$ cat config.mk
export PLATFORM = sky130hd
export DESIGN_NAME = bp_nonsynth_stall_histogram
export DESIGN_NICKNAME = d
export VERILOG_FILES = /design/src/rtl/bp_nonsynth_stall_histogram.sv
export SDC_FILE = /design/constraint.sdc
export NUM_CORES = 2
export LEC_CHECK = 0
export ABC_AREA = 1
export BUFFER_PORTS_ARGS = -buffer_cell sky130_fd_sc_hd__buf_2
export CAP_MARGIN = 20
export CORE_MARGIN = 8
export CORE_UTILIZATION = 25
export DETAILED_ROUTE_END_ITERATION = 10
export GPL_TIMING_DRIVEN = 0
export MAX_ROUTING_LAYER = met4
export PLACE_DENSITY = 0.36
export SLEW_MARGIN = 20
export SYNTH_ARGS = -nofsm -noshare
export SYNTH_HDL_FRONTEND = slang
export SYNTH_SLANG_ARGS = --single-unit
$ cat constraint.sdc
create_clock -name clk_i -period 48.2 [get_ports clk_i]
set_input_delay 9.64 -clock clk_i [delete_from_list [all_inputs] [get_ports clk_i]]
set_output_delay 9.64 -clock clk_i [all_outputs]
set_load 0.1 [all_outputs]
$ cat src/rtl/bp_nonsynth_stall_histogram.sv
// bp_nonsynth_stall_histogram: bins per-cycle stall reports into saturating epoch counters and streams snapshots out
module bp_nonsynth_stall_histogram #(
    parameter int num_reasons_p  = 20,
    parameter int reason_width_p = 5,
    parameter int count_width_p  = 32,
    parameter int epoch_cycles_p = 4096,
    localparam int num_bins_lp   = num_reasons_p + 2,
    localparam int bin_width_lp  = $clog2(num_bins_lp)
) (
    input  logic                      clk_i,
    input  logic                      reset_i,
    input  logic                      freeze_i,
    input  logic                      instr_v_i,
    input  logic                      stall_v_i,
    input  logic [reason_width_p-1:0] stall_reason_i,
    input  logic                      flush_i,
    output logic                      dump_v_o,
    input  logic                      dump_ready_i,
    output logic [bin_width_lp-1:0]   dump_bin_o,
    output logic [count_width_p-1:0]  dump_count_o,
    output logic [15:0]               dump_epoch_o,
    output logic                      dump_last_o,
    output logic                      busy_o,
    output logic [15:0]               drop_cnt_o
);
    localparam int ecw_lp = $clog2(epoch_cycles_p + 1);

    typedef enum logic {IDLE, DUMP} state_e;

    state_e                     state_q, state_d;
    logic [count_width_p-1:0]   live_q [num_bins_lp];
    logic [count_width_p-1:0]   live_d [num_bins_lp];
    logic [count_width_p-1:0]   live_inc [num_bins_lp];
    logic [count_width_p-1:0]   shadow_q [num_bins_lp];
    logic [count_width_p-1:0]   shadow_d [num_bins_lp];
    logic [ecw_lp-1:0]          ecnt_q, ecnt_d, cnt_next;
    logic [15:0]                epoch_q, epoch_d, snap_q, snap_d, drop_q, drop_d;
    logic [bin_width_lp-1:0]    idx_q, idx_d, sel;
    logic                       count_en, epoch_end, last, load;

    // Classify this cycle, advance the live bins and decide whether the epoch ends
    always_comb begin
        count_en  = ~freeze_i;
        sel       = instr_v_i ? bin_width_lp'(num_reasons_p)
                  : (stall_v_i && int'(stall_reason_i) < num_reasons_p) ? bin_width_lp'(stall_reason_i)
                  : bin_width_lp'(num_reasons_p + 1);
        cnt_next  = ecnt_q + ecw_lp'(count_en);
        epoch_end = (count_en && cnt_next == ecw_lp'(epoch_cycles_p)) || (flush_i && cnt_next != '0);
        for (int i = 0; i < num_bins_lp; i++) begin
            live_inc[i] = (count_en && sel == bin_width_lp'(i) && live_q[i] != '1)
                        ? live_q[i] + count_width_p'(1) : live_q[i];
            live_d[i]   = epoch_end ? '0 : live_inc[i];
        end
        ecnt_d  = epoch_end ? '0 : cnt_next;
        epoch_d = epoch_q + 16'(epoch_end);
    end

    // Dump FSM: a new snapshot loads from IDLE or on the final handshake, otherwise an epoch end is dropped
    always_comb begin
        state_d  = state_q;
        shadow_d = shadow_q;
        snap_d   = snap_q;
        idx_d    = idx_q;
        drop_d   = drop_q;
        load     = 1'b0;
        last     = idx_q == bin_width_lp'(num_bins_lp - 1);
        if (state_q == IDLE) begin
            load    = epoch_end;
            state_d = epoch_end ? DUMP : IDLE;
        end else if (dump_ready_i && last) begin
            load    = epoch_end;
            state_d = epoch_end ? DUMP : IDLE;
            idx_d   = '0;
        end else begin
            idx_d  = dump_ready_i ? idx_q + bin_width_lp'(1) : idx_q;
            drop_d = (epoch_end && drop_q != 16'hFFFF) ? drop_q + 16'd1 : drop_q;
        end
        if (load) begin
            shadow_d = live_inc;
            snap_d   = epoch_q;
            idx_d    = '0;
        end
    end

    // State registers, cleared asynchronously
    always_ff @(posedge clk_i or posedge reset_i) begin
        if (reset_i) begin
            state_q <= IDLE;
            ecnt_q  <= '0;
            epoch_q <= '0;
            snap_q  <= '0;
            drop_q  <= '0;
            idx_q   <= '0;
            for (int i = 0; i < num_bins_lp; i++) begin
                live_q[i]   <= '0;
                shadow_q[i] <= '0;
            end
        end else begin
            state_q  <= state_d;
            ecnt_q   <= ecnt_d;
            epoch_q  <= epoch_d;
            snap_q   <= snap_d;
            drop_q   <= drop_d;
            idx_q    <= idx_d;
            live_q   <= live_d;
            shadow_q <= shadow_d;
        end
    end

    assign dump_v_o     = state_q == DUMP;
    assign busy_o       = dump_v_o;
    assign dump_bin_o   = idx_q;
    assign dump_count_o = dump_v_o ? shadow_q[idx_q] : '0;
    assign dump_epoch_o = snap_q;
    assign dump_last_o  = dump_v_o && last;
    assign drop_cnt_o   = drop_q;
endmodule
==> key figures <==
Global routing
  • Initial antenna violation count: 30
  • First-pass GRT wire length: 620 mm
  • Grt ovf: 0
  • GRT Util Overall: 0.248
  • Number of global-route vias before repair: 80400
  • Largest net degree at the start of global routing: 32

Synthesis
  • Most used DFF post-synth: dfrtp_1
  • Top cell type's share of synthesized area: 0.439
  • Syn Area/Cell: 7.20 um^2
  • Synth warnings: 0
  • Post-synth ARST share: 1.00
  • Post-synth top area cell: dfrtp_1
  • Mapped Nets: around 12000
  • Count leader, synth: nand2_1
  • Largest cells by area after synthesis: dfrtp_1 44%, nand2_1 16%, nor2_1 6.8%, o21ai_0 6.8%, nand3_1 4.3%
  • Post-synthesis sequential area ratio: 0.439
  • Post-Synthesis Cells: 11700
  • Number of synthesized register bits: 1475
  • Post-synth cell types: 44
  • Synth cell count leaders: 3514 x nand2_1, 1528 x nor2_1, 1475 x dfrtp_1, 1144 x o21ai_0, 815 x inv_1
  • Mapped Area: 84100 um^2
  • Post-synth EDFFs: 0

Place
  • RePlAce Congestion: 0.986
  • Number of port buffers: 83
  • Dpl hpwl: around 360 mm

Clock tree
  • CTS max path bufs: 4
  • Post_cts resized: 0
  • Worst-skew pair later-pin latency: ~0.92 ns
  • Hold buffer count at cts: 0
  • Clk root buf: clkbuf_16
  • CTS tree: yes
  • CTS clk-pin slew, worst paths: 0.06 ns
  • Num CTS Buffers: 198
  • CTS HTree Levels: 4
  • CTS sink count: 1475
  • # Post-CTS Setup Buffers: 0

Power and ir drop
  • Pleak: 42.4 nW
  • Peak supply drop: 46.2 uV
  • Power, Total: 4.30 mW
  • Pwr per Cell Area: 43.7 nW/um^2

Worst setup path
  • Startpoint Class: register
  • Critical path peak fanout: 11
  • Worst path cell trace: clkbuf_1, inv_1, clkbuf_1, clkbuf_1, o21ai_0, o22ai_1, nand2_1, o2111ai_1, nand3_1, a21oi_1, buf_2
  • Critical-path top delay cell: clkbuf_1
  • WP data arrival: 7.12 ns
  • WS Path Type: register to primary output
  • CP dominant cell by count: clkbuf_1
  • Required @ worst endpoint: 38.56 ns
  • Crit end category: primary output
  • CP peak stage delay: 1.00 ns

Route
  • Starting DRT DRC Count: 6917
  • Routed wire per std cell: roughly 27 um
  • Drt drc: 0
  • Drt first pass iters: 6
  • Final ANT Viol Nets: 0
  • Routed wire length: 442 mm
  • Post-DR vias/cell: 4.91
  • Vias: just over 80000

Timing
  • Setup TNS: 0 ns
  • Endpoints failing setup: 0
  • Final Hold Fails: 0
  • Max Freq: 0.0597 GHz
  • Final period util: 0.348
  • RSZ-0062 raised after global routing: false
  • Hold slack: 0.472 ns
  • Slew margin rel.: 0.132
  • Final Skew: 0.0478 ns
  • Slew at the pin closest to its max-slew limit: 1.30 ns
  • Final slew viol count: 0
  • Crit path time final: 16.76 ns

Floorplanning
  • Initial core utilization: 0.251
  • Die Ht: 596 um
  • Core Box Area: 336000 um^2
  • Die Width: 596 um
  • Die Area: between 300000 and 400000 um^2
  • Core Rows: 213
  • I/O pins: 84

Cells and area
  • Fillers: 37000
  • # nets final: 12100
  • Share of layout cells above drive strength 1: 0.0680
  • Area Growth Syn to Fin: 16.9%

Run
  • Max_cap viols: 0

Hold path
  • HP Class: register to register

Status
  • Status: finished clean
## final timing paths
path | start | to | slack [ns] | cells after the start
min | shadow_q[400] | shadow_q[400] | 0.47 | 2
min in group asynchronous | reset_i | live_q[182] | 8.78 | 2
max | dump_bin_o[1] | dump_count_o[23] | 31.44 | 11
max reg2reg | dump_bin_o[1] | shadow_q[63] | 41.89 | 14
max in group asynchronous | reset_i | live_q[599] | 36.37 | 14
min reg2reg | shadow_q[400] | shadow_q[400] | 0.47 | 2
## cells by family after synthesis
group,count (synthesis),share of synthesized area
simple gates,6551,0.323
fa+ha+maj,30,0.00446
flops,1475,0.439
compound gates,1654,0.105
buf+inv,1391,0.0691
xor+xnor,576,0.0600
## per-stage QoR
stage          cell area (um^2)  setup slack, ns   util  instances
5_1_grt                   98300            31.62  0.293      16600
2_1_floorplan             84100            18.14      -      11700
3_5_place_dp              91400            32.23  0.272      16200
6_report                  98300            31.44  0.293      16600
4_1_cts                   98300            31.90  0.293      16600
3_3_place_gp              90100             6.38  0.268      16200
## routing by layer
layer / vias to the layer above / GRT usage / share of wire
met3: 553 / 0.0372 / 0.052
met4: 0 / 0.0849 / 0.041
met5: - / - / 0
met2: 2282 / 0.395 / 0.46
li1: 38400 / - / -
met1: 40500 / 0.322 / 0.45
## report_power, final
| part | total [mW] | internal [mW] | leakage, nW | switching, mW |
|---|---|---|---|---|
| clock | 1.59 | 0.946 | 3.38 | 0.645 |
| combinational | 1.40 | 0.210 | 18.6 | 1.19 |
| sequential | 1.31 | 1.27 | 20.4 | 0.0359 |
## critical path, delay by kind of cell (launching register included)
family	cells	cell delay, ns
DFF	1	0.45
and+or+nand+nor	2	0.49
buffers and inverters	5	3.12
AOI/OAI and AO/OA	4	2.05
## layout make-up
class / instances / area (um^2) / share of cell area
flip-flops and latches: 1475 / 36900 / 0.375
multi-input cells: 8811 / 41400 / 0.421
plain buffers: 567 / 2740 / 0.0279
clock inverters: 86 / 1060 / 0.0108
clock buffers: 274 / 5790 / 0.0589
well taps: 4407 / 5510 / 0.0561
inverters: 824 / 3100 / 0.0315
repair buffers: 147 / 1740 / 0.0177
diodes: 30 / 75.1 / 0.000763
## sequential cells by signal, summed over array words and instances, names as in the netlist
register and flops:
busy_o 1, shadow_q 704, dump_epoch_o 16, epoch_q 16
live_q 704, ecnt_q 13, drop_cnt_o 16, dump_bin_o 5
## placed cells by master, fill, tap and decap left out, types with 68 or more instances in the layout
cell type  instances
nand3_1          722
and2_1           201
nor3_1           313
xnor2_1          204
nand4_1          155
inv_1            814
clkbuf_1         289
buf_2            296
a21oi_1          261
nand2_1         3514
nor2_1          1525
o21ai_0         1140
dfrtp_1         1475
xor2_1           372
clkbuf_16        200
o22ai_1           83
o221ai_1          68
(Power assumes the default switching activity.)
